$ cat src/rtl/text_ram_arbiter_pkg.sv
// text_ram_arbiter_pkg
//   Shared types for the text RAM arbiter: who owns a RAM access and the
//   parser slot state. Imported by text_ram_arbiter and ram_tag_pipe.
package text_ram_arbiter_pkg;

    // Owner of a RAM access as it moves down the return pipe.
    typedef enum logic [1:0] {
        OWNER_NONE   = 2'd0,
        OWNER_PARSER = 2'd1,
        OWNER_RENDER = 2'd2
    } ArbOwner_t;

    // Parser slot: one outstanding access at a time, three cycles per access.
    typedef enum logic [1:0] {
        P_IDLE   = 2'd0,
        P_ISSUED = 2'd1,
        P_DONE   = 2'd2
    } ParserSlot_t;

    // Saturating increment bounded by a limit.
    function automatic logic [3:0] satInc(input logic [3:0] val, input logic [3:0] lim);
        return (val < lim) ? val + 4'd1 : val;
    endfunction

endpackage

$ cat src/rtl/text_ram_arbiter_tag.sv
// ram_tag_pipe
//   Two-stage owner tag shift register that follows every RAM access and
//   steers the RAM read data back to the master that issued it.
//   clk, rst      : clock, asynchronous active-high reset
//   grantOwner    : owner granted this cycle (OWNER_NONE when idle)
//   ramRdata      : RAM output, valid one cycle after the access is on ram_*
//   issueOwner    : owner of the access currently driven onto ram_*
//   pDone, pRdata : parser completion pulse and held read data
//   rValid, rRdata: renderer data valid pulse and held read data
module ram_tag_pipe
    import text_ram_arbiter_pkg::*;
#(
    parameter int DATA_W = 32
) (
    input  logic              clk,
    input  logic              rst,
    input  ArbOwner_t         grantOwner,
    input  logic [DATA_W-1:0] ramRdata,
    output ArbOwner_t         issueOwner,
    output logic              pDone,
    output logic [DATA_W-1:0] pRdata,
    output logic              rValid,
    output logic [DATA_W-1:0] rRdata
);

    ArbOwner_t         tagS1, tagS2;
    logic [DATA_W-1:0] pHold, rHold;

    always_ff @(posedge clk or posedge rst) begin
        if (rst) begin
            tagS1 <= OWNER_NONE;
            tagS2 <= OWNER_NONE;
        end else begin
            tagS1 <= grantOwner;
            tagS2 <= tagS1;
        end
    end

    // Hold registers keep the last returned word between completions.
    always_ff @(posedge clk or posedge rst) begin
        if (rst) begin
            pHold <= '0;
            rHold <= '0;
        end else begin
            if (tagS2 == OWNER_PARSER) pHold <= ramRdata;
            if (tagS2 == OWNER_RENDER) rHold <= ramRdata;
        end
    end

    // Return data passes straight through in the completion cycle so the
    // data and its valid pulse line up; otherwise the held word is shown.
    always_comb begin
        issueOwner = tagS1;
        pDone      = (tagS2 == OWNER_PARSER);
        rValid     = (tagS2 == OWNER_RENDER);
        pRdata     = pDone  ? ramRdata : pHold;
        rRdata     = rValid ? ramRdata : rHold;
    end

endmodule

$ cat src/rtl/text_ram_arbiter.sv
// text_ram_arbiter
//   Shares the single-port text RAM between the VT100 parser (read/write,
//   one access per 3-cycle slot) and the renderer prefetch (reads, one per
//   cycle). Renderer has priority; a starvation counter forces the parser
//   through after STARVE_LIMIT consecutive lost cycles.
//   Parser   : p_req/p_we/p_addr/p_wdata in, p_done/p_rdata out
//   Renderer : r_req/r_addr in, r_ack (combinational), r_valid/r_rdata out
//   RAM      : ram_en/ram_we/ram_addr/ram_wdata registered out, ram_rdata in
//   debug    : {owner of access on ram_*, parser slot state}
module text_ram_arbiter
    import text_ram_arbiter_pkg::*;
#(
    parameter int ADDR_W       = 11,
    parameter int DATA_W       = 32,
    parameter int STARVE_LIMIT = 4
) (
    input  logic              clk,
    input  logic              rst,
    input  logic              p_req,
    input  logic              p_we,
    input  logic [ADDR_W-1:0] p_addr,
    input  logic [DATA_W-1:0] p_wdata,
    output logic              p_done,
    output logic [DATA_W-1:0] p_rdata,
    input  logic              r_req,
    input  logic [ADDR_W-1:0] r_addr,
    output logic              r_ack,
    output logic              r_valid,
    output logic [DATA_W-1:0] r_rdata,
    output logic              ram_en,
    output logic              ram_we,
    output logic [ADDR_W-1:0] ram_addr,
    output logic [DATA_W-1:0] ram_wdata,
    input  logic [DATA_W-1:0] ram_rdata,
    output logic [3:0]        debug
);

    typedef struct packed {
        logic              we;
        logic [ADDR_W-1:0] addr;
        logic [DATA_W-1:0] wdata;
    } TextRamPort_t;

    localparam logic [3:0] STARVE_MAX = 4'(STARVE_LIMIT);

    ParserSlot_t  pState, pStateNext;
    logic [3:0]   starveCnt, starveCntNext;
    logic         pElig, pWants, pGrant, rGrant;
    ArbOwner_t    grantOwner, issueOwner;
    TextRamPort_t ramCmd, ramCmdNext;
    logic         ramEn;

    // Parser slot FSM: state register
    always_ff @(posedge clk or posedge rst) begin
        if (rst) pState <= P_IDLE;
        else     pState <= pStateNext;
    end

    // Parser slot FSM: next state
    always_comb begin
        pStateNext = pState;
        unique case (pState)
            P_IDLE:   if (pGrant) pStateNext = P_ISSUED;
            P_ISSUED: pStateNext = P_DONE;
            P_DONE:   pStateNext = P_IDLE;
            default:  pStateNext = P_IDLE;
        endcase
    end

    // Parser slot FSM: outputs. Only an idle slot may be granted, so a
    // p_req still high during the p_done cycle is not taken again.
    always_comb begin
        pElig  = (pState == P_IDLE);
        pWants = p_req && pElig;
    end

    // Arbitration: renderer wins ties unless the parser has starved.
    always_comb begin
        pGrant = 1'b0;
        rGrant = 1'b0;
        if (pWants && r_req) begin
            if (starveCnt == STARVE_MAX) pGrant = 1'b1;
            else                         rGrant = 1'b1;
        end else begin
            pGrant = pWants;
            rGrant = r_req;
        end
        if (pGrant)      grantOwner = OWNER_PARSER;
        else if (rGrant) grantOwner = OWNER_RENDER;
        else             grantOwner = OWNER_NONE;
    end

    always_comb begin
        if (!pWants || pGrant) starveCntNext = '0;
        else                   starveCntNext = satInc(starveCnt, STARVE_MAX);
    end

    always_ff @(posedge clk or posedge rst) begin
        if (rst) starveCnt <= '0;
        else     starveCnt <= starveCntNext;
    end

    // Winner's command registered onto the RAM port. we is cleared in idle
    // cycles; addr/wdata hold so the bus does not toggle needlessly.
    always_comb begin
        ramCmdNext    = ramCmd;
        ramCmdNext.we = 1'b0;
        if (pGrant) begin
            ramCmdNext.we    = p_we;
            ramCmdNext.addr  = p_addr;
            ramCmdNext.wdata = p_wdata;
        end else if (rGrant) begin
            ramCmdNext.addr  = r_addr;
        end
    end

    always_ff @(posedge clk or posedge rst) begin
        if (rst) begin
            ramCmd <= '0;
            ramEn  <= 1'b0;
        end else begin
            ramCmd <= ramCmdNext;
            ramEn  <= pGrant || rGrant;
        end
    end

    ram_tag_pipe #(
        .DATA_W(DATA_W)
    ) uTagPipe (
        .clk       (clk),
        .rst       (rst),
        .grantOwner(grantOwner),
        .ramRdata  (ram_rdata),
        .issueOwner(issueOwner),
        .pDone     (p_done),
        .pRdata    (p_rdata),
        .rValid    (r_valid),
        .rRdata    (r_rdata)
    );

    always_comb begin
        r_ack     = rGrant && !rst;
        ram_en    = ramEn;
        ram_we    = ramCmd.we;
        ram_addr  = ramCmd.addr;
        ram_wdata = ramCmd.wdata;
        debug     = {issueOwner, pState};
    end

endmodule
$ cat config.mk
export PLATFORM = sky130hd
export DESIGN_NAME = text_ram_arbiter
export DESIGN_NICKNAME = d
export VERILOG_FILES = /design/src/rtl/text_ram_arbiter_pkg.sv /design/src/rtl/text_ram_arbiter_tag.sv /design/src/rtl/text_ram_arbiter.sv
export SDC_FILE = /design/constraint.sdc
export NUM_CORES = 1
export LEC_CHECK = 0
export ABC_CLOCK_PERIOD_IN_PS = 2850
export CAP_MARGIN = 10
export CORE_MARGIN = 2
export CORE_UTILIZATION = 43
export CTS_CLUSTER_SIZE = 30
export DETAILED_ROUTE_END_ITERATION = 6
export PLACE_DENSITY = 0.8
export SYNTH_ARGS = -nofsm -noshare
export SYNTH_HDL_FRONTEND = slang
export SYNTH_HIERARCHICAL = 1
export SYNTH_SLANG_ARGS = --single-unit
export TNS_END_PERCENT = 10
$ cat constraint.sdc
create_clock -name clk -period 2.85 [get_ports clk]
set_input_delay 0.4275 -clock clk [delete_from_list [all_inputs] [get_ports clk]]
set_output_delay 0.4275 -clock clk [all_outputs]
set_load 0.005 [all_outputs]
==> Word-level counts from Yosys, hierarchy flattened <==
Cells that the tools add are included.
{ "word_totals": {"register_bits": 119, "out_inout_bits": 116, "wordCells": 42, "inputBits": 91} }
{ "op_classes": {"n_reduce_logical": 10, "addsub": 1, "mux": 15, "n_eq_ne": 5, "n_lt_le_gt_ge": 1} }
{ "ops": {"columns": ["op", "count"], "rows": [
  ["2-to-1 mux 32 bit", 2],
  ["2-to-1 mux 11 bit", 2],
  ["2-to-1 mux 4 bit", 2],
  ["2-to-1 mux 2 bit", 3],
  ["2-to-1 mux 1 bit", 5],
  ["adder 4 x 1 -> 4 bit (second input constant)", 1],
  ["equality test 2 x 1 -> 1 bit (second input constant)", 2],
  ["equality test 4 x 3 -> 1 bit (second input constant)", 1],
  ["< comparator 4 x 3 -> 1 bit (second input constant)", 1],
  ["one-hot mux 2 bit (2 select lines)", 1],
  ["nonzero test 2 bit", 2],
  ["logical AND 1 bit", 3],
  ["equality test 2 bit (second input constant)", 1],
  ["logical NOT 1 bit", 2],
  ["logical NOT 2 bit", 1],
  ["logical OR 1 bit", 2],
  ["inequality test 2 x 1 -> 1 bit (second input constant)", 1]
]} }

==> Depth between registers and ports, before layout <==
Gate-level depths: netlist of the first run.
{ "depth": {"ltp_word": 6, "depth_mapped": 6, "depth_no_buf": 5} }

==> Cells and area by module <==
Netlist of the first run, hierarchy kept.
{ "modules_own_cells": {"columns": ["mod", "seq_area_each_um2", "cells_per_inst", "n_inst", "area_each_um2"], "rows": [
  ["ram_tag_pipe", 1701.6, 144, 1, 2746.4],
  ["text_ram_arbiter", 1276.2, 166, 1, 2362.3]
]} }

==> Worst setup path after synthesis of the first run <==
OpenSTA, ideal clock, no wires.
{ "synth_timing": {"kind": "input port to output port", "start": "in rst", "end": "out r_ack", "slack_ns": 0.651, "path_stages": 2, "n_path_buf": 0, "t_required_ns": 2.423, "arrival_ns": 1.771, "cell_sequence": "inv_1 and2_1"} }
{ "synth_via": {"elab_chain_cells": 2} }
{ "synth_rtl": {"columns": ["element", "line_no", "text"], "rows": [
  ["start, declared", "text_ram_arbiter.sv:18", "input logic rst,"],
  ["logical NOT 1 bit (no line)", null, null],
  ["logical AND 1 bit", "text_ram_arbiter.sv:142", "r_ack = rGrant && !rst;"],
  ["end, declared", "text_ram_arbiter.sv:27", "output logic r_ack,"]
]} }
No other way between the ends.

==> Final worst setup path of the first run <==
{ "layout_timing": {"start": "reg uTagPipe.tagS2[0]", "end": "out r_rdata[29]"} }
{ "layout_via": {"elab_chain_cells": 2} }
{ "layout_rtl": {"columns": ["element", "line_no", "text"], "rows": [
  ["start, declared", "text_ram_arbiter_tag.sv:26", "ArbOwner_t tagS1, tagS2;"],
  ["start signal, assigned", "text_ram_arbiter_tag.sv:35", "tagS2 <= tagS1;"],
  ["equality test 2 bit", "text_ram_arbiter_tag.sv:55", "rValid = (tagS2 == OWNER_RENDER);"],
  ["2-to-1 mux 32 bit", "text_ram_arbiter_tag.sv:57", "rRdata = rValid ? ramRdata : rHold;"],
  ["end, declared", "text_ram_arbiter.sv:29", "output logic [DATA_W-1:0] r_rdata,"]
]} }
No other way between the ends.

==> results.json, run 1 <==
{
  "synthesis.instances": 310,
  "cts_sinks": 119,
  "cts_tree": "done",
  "syn_avg_cell_area_um2": 16.48,
  "vias_per_cell": 4.921,
  "ys_seq_area_share_pct": 58.29,
  "worstHoldStart": "uTagPipe/issueOwner[1]",
  "clock-root-buffer": "clkbuf_16",
  "grt.total_usage_pct": 20.79,
  "slowest_delay_ps": 470,
  "clk_path_buf_depth": 2,
  "wirelength_um": 12530,
  "rsz0062_at_grt": "false",
  "fillers": 822,
  "dpl.hpwl_um": 8817,
  "ys.warnings.count": 6,
  "cp_num_cells": 4,
  "relSlewSlack_pct": 57.37,
  "finalHoldViolations": 0,
  "clkTransAtPathRegs_ps": 50,
  "p_per_area_nw_per_um2": 732.2,
  "fin_nets": 622,
  "std_cell_rows": 39,
  "io_buffers": 206,
  "finalMaxSlewViolations": 0,
  "area_growth_pct": 55.13,
  "io_pins": 207,
  "tightest_slew_ps": 639.5,
  "layout_worst_path_cycle_share_pct": 94.03,
  "setup.worst_path.end": "r_rdata[29]",
  "cp_max_fo": 24,
  "rr_worst_depth": 5,
  "die_x_um": 113,
  "cap_violations": 0,
  "post_route_cells_drive_above_1_share_pct": 27.73,
  "status": "finished with violations",
  "grt_pass1_wl_um": 20270,
  "route.detailed.drc": 11,
  "critPathSlowestCell": "clkdlybuf4s50_1",
  "final_cell_mix": "clkdlybuf4s50_1 (206), dfrtp_1 (119), mux2_4 (86)",
  "synth_fp_nets": 403,
  "violations": "design-rule violations",
  "ys_ff_latch": 119,
  "clk_latency_ps": 410,
  "layout_commonest_cell": "clkdlybuf4s50_1",
  "crit_arrival_ps": 2250,
  "fin_skew_ps": 4.819,
  "antenna_found_initial": 0,
  "drt-pass1-iter-count": 7,
  "netlist-cell-type-count": 26,
  "path_buf_inv": 2,
  "place.gp.congestion": 0.7130,
  "cp-start-kind": "flip-flop",
  "rrSetupSlack_ps": 880,
  "start_util_pct": 44.36,
  "final_util_pct": 68.82,
  "grt_start_max_net_pins": 52,
  "vias": 3366,
  "min_path_type": "reg -> reg",
  "finalSetupViolations": 0,
  "fmax_ghz": 0.3732,
  "vdd_drop_max_mv": 0.4924,
  "placeableCoreArea_um2": 11520,
  "p_leak_nw": 3.577,
  "end_kind": "primary output",
  "cp-startpoint": "uTagPipe/tagS2[0]",
  "die_h_um": 113,
  "fin_tns_setup_ps": 0,
  "cts_setup_buffers": 0,
  "grt_pass1_vias": 3800,
  "r2r-end": "ram_wdata[23]",
  "die_area_um2": 12770,
  "routedWlPerCell_um": 18.32,
  "cp_cell_sequence": "nor2b_4 -> buf_4 -> mux2_2 -> clkdlybuf4s50_1",
  "htree_num_levels": 4,
  "grt-ovfl-total": 0,
  "finalCriticalPeriod_ps": 2680,
  "required_ps": 2420,
  "path_class": "reg -> out",
  "cts_buffers": 17,
  "drtIter0Drc": 132,
  "rr_startpoint": "pState[0]",
  "crit_family": "buffers and inverters",
  "synth_area_um2": 5109,
  "antennaDiodeCount": 0,
  "drtAntennaViolNets": 0
}
[registers in the layout, indices dropped and copies added (netlist names)]
register / flops
pState: 2
ram_addr: 11
ram_en: 1
ram_wdata: 32
ram_we: 1
starveCnt: 4
uTagPipe/issueOwner: 2
uTagPipe/pHold: 32
uTagPipe/rHold: 32
uTagPipe/tagS2: 2
[where the power goes]
group / switching, mW / leakage [nW] / internal, mW
Sequential: 0.129 / 1.40 / 1.99
Clock: 0.719 / 0.306 / 1.52
Combinational: 0.446 / 1.87 / 1.00
Total: 1.29 / 3.58 / 4.51
[cell type report]
class                   instances  area [um2]  area share (%)
well taps                     143       178.9           2.258
clock inverters                 9       147.6           1.863
multi-input cells             156        1906           24.04
flip-flops and latches        119        2978           37.58
clock buffers                  22       474.2           5.984
inverters                      18       67.56          0.8525
repair buffers                217        2173           27.42
[per-stage QoR]
stage | instances | total power, mW | worst slack [ps] | area [um2] | hold WS (ps)
final | 684 | 5.803 | 170.2 | 7925 | 373.9
after global routing | 684 | 6.062 | 60.99 | 7925 | 387.8
after CTS | 684 | 5.874 | 41.95 | 7921 | 378.3
after detailed placement | 653 | 3.592 | 308.1 | 7300 | 366.7
after global placement | 653 | 3.553 | 325.4 | 7300 | 360.2
after floorplan | 310 | 2.740 | 651.3 | 5109 | 375.7
[worst min-delay path by stage]
| stage | end | slack (ps) | cells after the start |
|---|---|---|---|
| 2_1_floorplan | uTagPipe/tagS2[0] | 380 | 0 |
| 3_3_place_gp | uTagPipe/tagS2[0] | 360 | 0 |
| 3_5_place_dp | uTagPipe/tagS2[1] | 370 | 0 |
| 4_1_cts | uTagPipe/tagS2[1] | 380 | 0 |
| 5_1_grt | uTagPipe/tagS2[1] | 390 | 0 |
| 6_report | uTagPipe/tagS2[1] | 370 | 0 |
[cell families after synthesis]
logic type / synth area share (%)
flip-flops: 58.29
multiplexers: 29.64
buffers and inverters: 4.702
AND/OR/NAND/NOR: 2.841
AO/OA/AOI/OAI: 4.041
adder cells (fa/ha/maj): 0.4898
[routing by layer]
metal / GRT usage, % / wire (um) / part of all wire [%]
met1: 23.44 / 4813 / 38
met2: 34.21 / 6262 / 50
met3: 10.02 / 1220 / 9.7
met4: 8.049 / 234 / 1.9
met5: 0 / 0 / 0
[cell usage after synthesis]
library cell / count / share of area (%)
nand2_1: 5 / 0.37
and2_1: 2 / 0.24
a221oi_2: 7 / 2.1
mux2i_1: 11 / 2.2
nor2b_1: 3 / 0.37
mux2_4: 86 / 25
nor3b_1: 1 / 0.15
and3_1: 1 / 0.12
nand2b_1: 1 / 0.12
a21oi_1: 4 / 0.39
buf_6: 9 / 2.0
nand3b_1: 1 / 0.15
or3b_1: 1 / 0.17
a21oi_4: 1 / 0.32
nor3_1: 11 / 1.1
buf_4: 2 / 0.29
a221oi_1: 4 / 0.69
buf_8: 3 / 0.88
inv_1: 18 / 1.3
ha_1: 2 / 0.49
o21a_4: 1 / 0.29
o21ai_0: 3 / 0.29
dfrtp_1: 119 / 58
nor2_1: 1 / 0.073
clkbuf_1: 3 / 0.22
mux2_2: 10 / 2.2
[repair_timing]
item | 4_1_cts | 5_1_grt
hold buffers | 0 | 0
endpoints found under the setup margin | 0 | 5
resized for setup | 0 | 1
(Power assumes the default switching activity.)
==> run 2: changes to the inputs <==
--- a/config.mk
+++ b/config.mk
@@ -12,6 +12,8 @@
 export CTS_CLUSTER_SIZE = 30
 export DETAILED_ROUTE_END_ITERATION = 6
 export PLACE_DENSITY = 0.8
+export REMOVE_ABC_BUFFERS = 1
+export SLEW_MARGIN = 10
 export SYNTH_ARGS = -nofsm -noshare
 export SYNTH_HDL_FRONTEND = slang
 export SYNTH_HIERARCHICAL = 1
==> run 2 against run 1 <==
Effect of this change: the flow still finishes with violations (design-rule violations); cell area decreased by 0.92%; via count is 0.68% lower; combinational power about the same; critical path depth did not move; clock power down 12%; critical endpoint is now r_rdata[28]; highest routed layer unchanged.
==> results.json, run 2 (same netlist as run 1, synthesis figures left out) <==
{
  "critPathSlowestCell": "clkdlybuf4s50_1",
  "area_growth_pct": 53.71,
  "clk_path_buf_depth": 2,
  "violations": "design-rule violations",
  "cts_setup_buffers": 0,
  "relSlewSlack_pct": 55.75,
  "drt-pass1-iter-count": 7,
  "grt_pass1_wl_um": 19880,
  "dpl.hpwl_um": 8996,
  "cp_max_fo": 30,
  "finalCriticalPeriod_ps": 2588,
  "clk_latency_ps": 410,
  "wirelength_um": 12550,
  "rsz0062_at_grt": "false",
  "cp-start-kind": "flip-flop",
  "post_route_cells_drive_above_1_share_pct": 26.68,
  "grt_pass1_vias": 3703,
  "regArea_um2": 2978,
  "std_cell_rows": 39,
  "final_area_um2": 7853,
  "clockPowerShare_pct": 35.5,
  "p_leak_nw": 3.539,
  "die_h_um": 113,
  "fin_tns_setup_ps": 0,
  "post_cts_resized": 0,
  "required_ps": 2420,
  "crit_arrival_ps": 2160,
  "antennaDiodeCount": 0,
  "multi_input_area_um2": 1906,
  "share_comb_of_total_power_pct": 26.4,
  "fin_nets": 620,
  "grt.total_usage_pct": 20.23,
  "start_util_pct": 44.36,
  "antenna_found_initial": 0,
  "path_class": "reg -> out",
  "cap_violations": 0,
  "cts_hold_buffers": 0,
  "clock-root-buffer": "clkbuf_16",
  "drtAntennaViolNets": 0,
  "place.gp.congestion": 0.7866,
  "grt_start_max_net_pins": 52,
  "fillers": 795,
  "cts_sinks": 119,
  "route.detailed.drc": 17,
  "p_switching_mw": 1.252,
  "vias": 3343,
  "final_cells": 679,
  "placeableCoreArea_um2": 11520,
  "cts_buffers": 17,
  "htree_num_levels": 4,
  "p_sw_share_pct": 22.55,
  "cp_cell_sequence": "nor2b_4 -> buf_12 -> mux2_2 -> clkdlybuf4s50_1",
  "finalMaxSlewViolations": 0,
  "die_area_um2": 12770,
  "routedWlPerCell_um": 18.48,
  "clkTransAtPathRegs_ps": 50,
  "tightest_slew_ps": 662.8,
  "intPower_mw": 4.299,
  "layout_commonest_cell": "clkdlybuf4s50_1",
  "layout_worst_path_cycle_share_pct": 90.81,
  "vdd_drop_max_mv": 0.4094,
  "fin_skew_ps": 8.021,
  "sequentialPowerShare_pct": 38.1,
  "slowest_delay_ps": 460,
  "dpl-instance-area_um2": 7310,
  "drtIter0Drc": 183,
  "io_buffers": 206,
  "final_cell_mix": "clkdlybuf4s50_1 (206), dfrtp_1 (119), mux2_4 (86)",
  "vias_per_cell": 4.923,
  "status": "finished with violations",
  "fmax_ghz": 0.3864,
  "min_path_type": "reg -> reg",
  "p_per_area_nw_per_um2": 706.9,
  "cts_tree": "done",
  "die_x_um": 113,
  "grt-ovfl-total": 0,
  "io_pins": 207,
  "end_kind": "primary output",
  "finalHoldViolations": 0,
  "dp_cells": 651,
  "finalSetupViolations": 0
}
-- run 2: layout make-up --
type	count	share of cell area, %
Tap cell	143	2.279
Multi-Input combinational cell	156	24.27
Timing Repair Buffer	215	27.76
Clock inverter	5	0.9560
Inverter	18	0.8604
Clock buffer	23	5.959
Sequential cell	119	37.92
-- run 2: stage by stage --
step                      setup WS, ps  hold slack, ps  utilization [%]  total power [mW]
after global placement           287.8           359.1            63.47             3.553
final                            261.9           367.4            68.19             5.551
after floorplan                 -704.7           375.7                -             2.724
after CTS                        229.4           372.1            68.19             5.617
after detailed placement         284.2           368.9            63.47             3.606
after global routing             159.5           374.5            68.19             5.790
-- run 2: final timing paths --
check	startpoint	to	slack, ps	cells past startpoint
min in group asynchronous	rst	uTagPipe/pHold[7]	500	2
min	uTagPipe/issueOwner[0]	uTagPipe/tagS2[0]	370	0
min reg2reg	uTagPipe/issueOwner[0]	uTagPipe/tagS2[0]	370	0
max in group asynchronous	rst	uTagPipe/issueOwner[0]	1720	3
max	uTagPipe/tagS2[0]	r_rdata[28]	260	4
max reg2reg	pState[1]	ram_wdata[24]	780	5
-- run 2: power by group through the flow --
stage                     sequential (mW)  clock [mW]  combinational (mW)
after detailed placement             2.14           0                1.47
after CTS                            2.12        2.02                1.48
after floorplan                      2.12           0               0.607
after global routing                 2.15        2.09                1.55
after global placement               2.12           0                1.43
final                                2.11        1.97                1.46
-- run 2: per-layer routing --
metal	part of all wire, %	vias to the layer above	wire length (um)	global-route usage, %
met3	8.5	19	1070	7.766
met5	0	-	0	0
met2	49	150	6209	33.37
li1	-	1517	-	-
met1	40	1657	5074	24.27
met4	1.5	0	193	7.317
-- run 2: worst max-delay path: cells and delay by family (launching register included) --
family	cells	cell delay, ps
buffers and inverters	2	730
flip-flops	1	410
AND/OR/NAND/NOR	1	220
multiplexers	1	380
==> run 3: changes to the inputs <==
--- a/config.mk
+++ b/config.mk
@@ -5,7 +5,7 @@
 export SDC_FILE = /design/constraint.sdc
 export NUM_CORES = 1
 export LEC_CHECK = 0
-export ABC_CLOCK_PERIOD_IN_PS = 2850
+export ABC_CLOCK_PERIOD_IN_PS = 2720
 export CAP_MARGIN = 10
 export CORE_MARGIN = 2
 export CORE_UTILIZATION = 43
==> constraint.sdc (replaced) <==
create_clock -name clk -period 2.72 [get_ports clk]
set_input_delay 0.408 -clock clk [delete_from_list [all_inputs] [get_ports clk]]
set_output_delay 0.408 -clock clk [all_outputs]
set_load 0.005 [all_outputs]
==> run 3 against run 2 <==
Effect of this change: via count is 0.33% higher; combinational power is 4% higher; highest routed layer unchanged; core utilization is 0.28 points higher; cell count is 0.74% higher; sequential power is 5% higher; hold slack better by 9.2 ps; power is 5.5% higher; cell area is 0.41% higher; first-iteration DRC count is 10% higher; the run still ends with design-rule violations left; register-to-register slack worse by 120 ps; count of clock-buffer cells in the layout stayed put; clock skew is 0.85 ps higher.
==> results.json, run 3 (same netlist as run 1, synthesis figures left out) <==
{
  "finalSetupViolations": 0,
  "grt_start_max_net_pins": 69,
  "cts_setup_buffers": 0,
  "p_leak_nw": 3.552,
  "pre_cts_ws_ps": 197.6,
  "fin_nets": 621,
  "routedWlPerCell_um": 17.76,
  "cts_hold_buffers": 0,
  "clock-root-buffer": "clkbuf_16",
  "grt_pass1_vias": 3649,
  "vias_per_cell": 4.904,
  "status": "finished with violations",
  "cts_tree": "done",
  "die_area_um2": 12770,
  "drt-pass1-iter-count": 7,
  "die_x_um": 113,
  "clk_path_buf_depth": 2,
  "cts_buffers": 17,
  "area_growth_pct": 54.35,
  "relSlewSlack_pct": 58.54,
  "start_util_pct": 44.36,
  "drtAntennaViolNets": 0,
  "finalMaxSlewViolations": 0,
  "end_kind": "primary output",
  "cap_violations": 0,
  "multi_input_area_um2": 1906,
  "dpl.hpwl_um": 8634,
  "grt.total_usage_pct": 19.81,
  "vias": 3354,
  "fillers": 793,
  "route.detailed.drc": 18,
  "io_buffers": 206,
  "vdd_drop_max_mv": 0.4029,
  "post_route_cells_drive_above_1_share_pct": 27.36,
  "required_ps": 2310,
  "min_path_type": "reg -> reg",
  "finalHoldViolations": 0,
  "finalCriticalPeriod_ps": 2579,
  "path_class": "reg -> out",
  "std_cell_rows": 39,
  "power.total_mw": 5.856,
  "fin_ws_ps": 141.4,
  "place.gp.congestion": 0.7736,
  "layout_commonest_cell": "clkdlybuf4s50_1",
  "grt_pass1_wl_um": 19530,
  "die_h_um": 113,
  "clkTransAtPathRegs_ps": 50,
  "htree_num_levels": 4,
  "placeableCoreArea_um2": 11520,
  "io_pins": 207,
  "tightest_slew_ps": 621.9,
  "fin_skew_ps": 8.870,
  "post_cts_resized": 0,
  "grt-ovfl-total": 0,
  "fmax_ghz": 0.3878,
  "regArea_um2": 2978,
  "crit_arrival_ps": 2170,
  "violations": "design-rule violations",
  "cts_sinks": 119,
  "antennaDiodeCount": 0,
  "wirelength_um": 12150,
  "drtIter0Drc": 202,
  "final_cell_mix": "clkdlybuf4s50_1 (206), dfrtp_1 (119), mux2_4 (86)",
  "clk_latency_ps": 410,
  "antenna_found_initial": 0,
  "cp-start-kind": "flip-flop",
  "layout_worst_path_cycle_share_pct": 94.80,
  "p_per_area_nw_per_um2": 742.6,
  "cp_max_fo": 30,
  "rsz0062_at_grt": "false"
}
-- run 3: worst paths after layout --
path	start	to	slack, ps	depth (start not counted)
min in group asynchronous	rst	uTagPipe/tagS2[0]	450	3
setup / recovery	uTagPipe/tagS2[0]	r_rdata[29]	140	4
max in group asynchronous	rst	ram_wdata[29]	1730	3
setup reg to reg	pState[0]	ram_wdata[24]	660	5
hold / removal	uTagPipe/issueOwner[1]	uTagPipe/tagS2[1]	380	0
hold reg to reg	uTagPipe/issueOwner[1]	uTagPipe/tagS2[1]	380	0
-- run 3: layer usage --
metal | vias to the layer above | track usage (%) | routed length, um
li1 | 1517 | - | -
met1 | 1674 | 25.01 | 5062
met2 | 150 | 31.98 | 5960
met3 | 13 | 6.856 | 996
met4 | 0 | 6.829 | 128
met5 | - | 0 | 0
-- run 3: area by class of cell --
type                            instances  share of cell area, %
Multi-Input combinational cell        156                  24.17
Inverter                               18                 0.8569
Sequential cell                       119                  37.77
Clock inverter                          9                  1.269
Timing Repair Buffer                  216                  27.74
Clock buffer                           23                  5.935
Tap cell                              143                  2.269
-- run 3: worst max-delay path: stages (launching register included) --
cell	delay, ps
dfrtp_1	410
nor2b_4	210
buf_12	270
mux2_2	380
clkdlybuf4s50_1	480
-- run 3: per-stage QoR --
step           cells  hold WS (ps)  utilization [%]  cell area, um2  setup TNS (ps)
6_report         684         376.6            68.47            7885               0
5_1_grt          684         383.7            68.47            7885               0
4_1_cts          684         378.7            68.47            7885               0
3_5_place_dp     652         364.9            63.54            7317               0
3_3_place_gp     652         359.4            63.54            7317               0
2_1_floorplan    293         375.7                -            4936          -39210
-- run 3: power by group --
group          total, mW  leakage (nW)  switching (mW)  internal, mW
sequential          2.21          1.40           0.133          2.08
clock               2.12         0.277           0.734          1.39
combinational       1.52          1.87           0.467          1.05
total               5.86          3.55            1.33          4.52
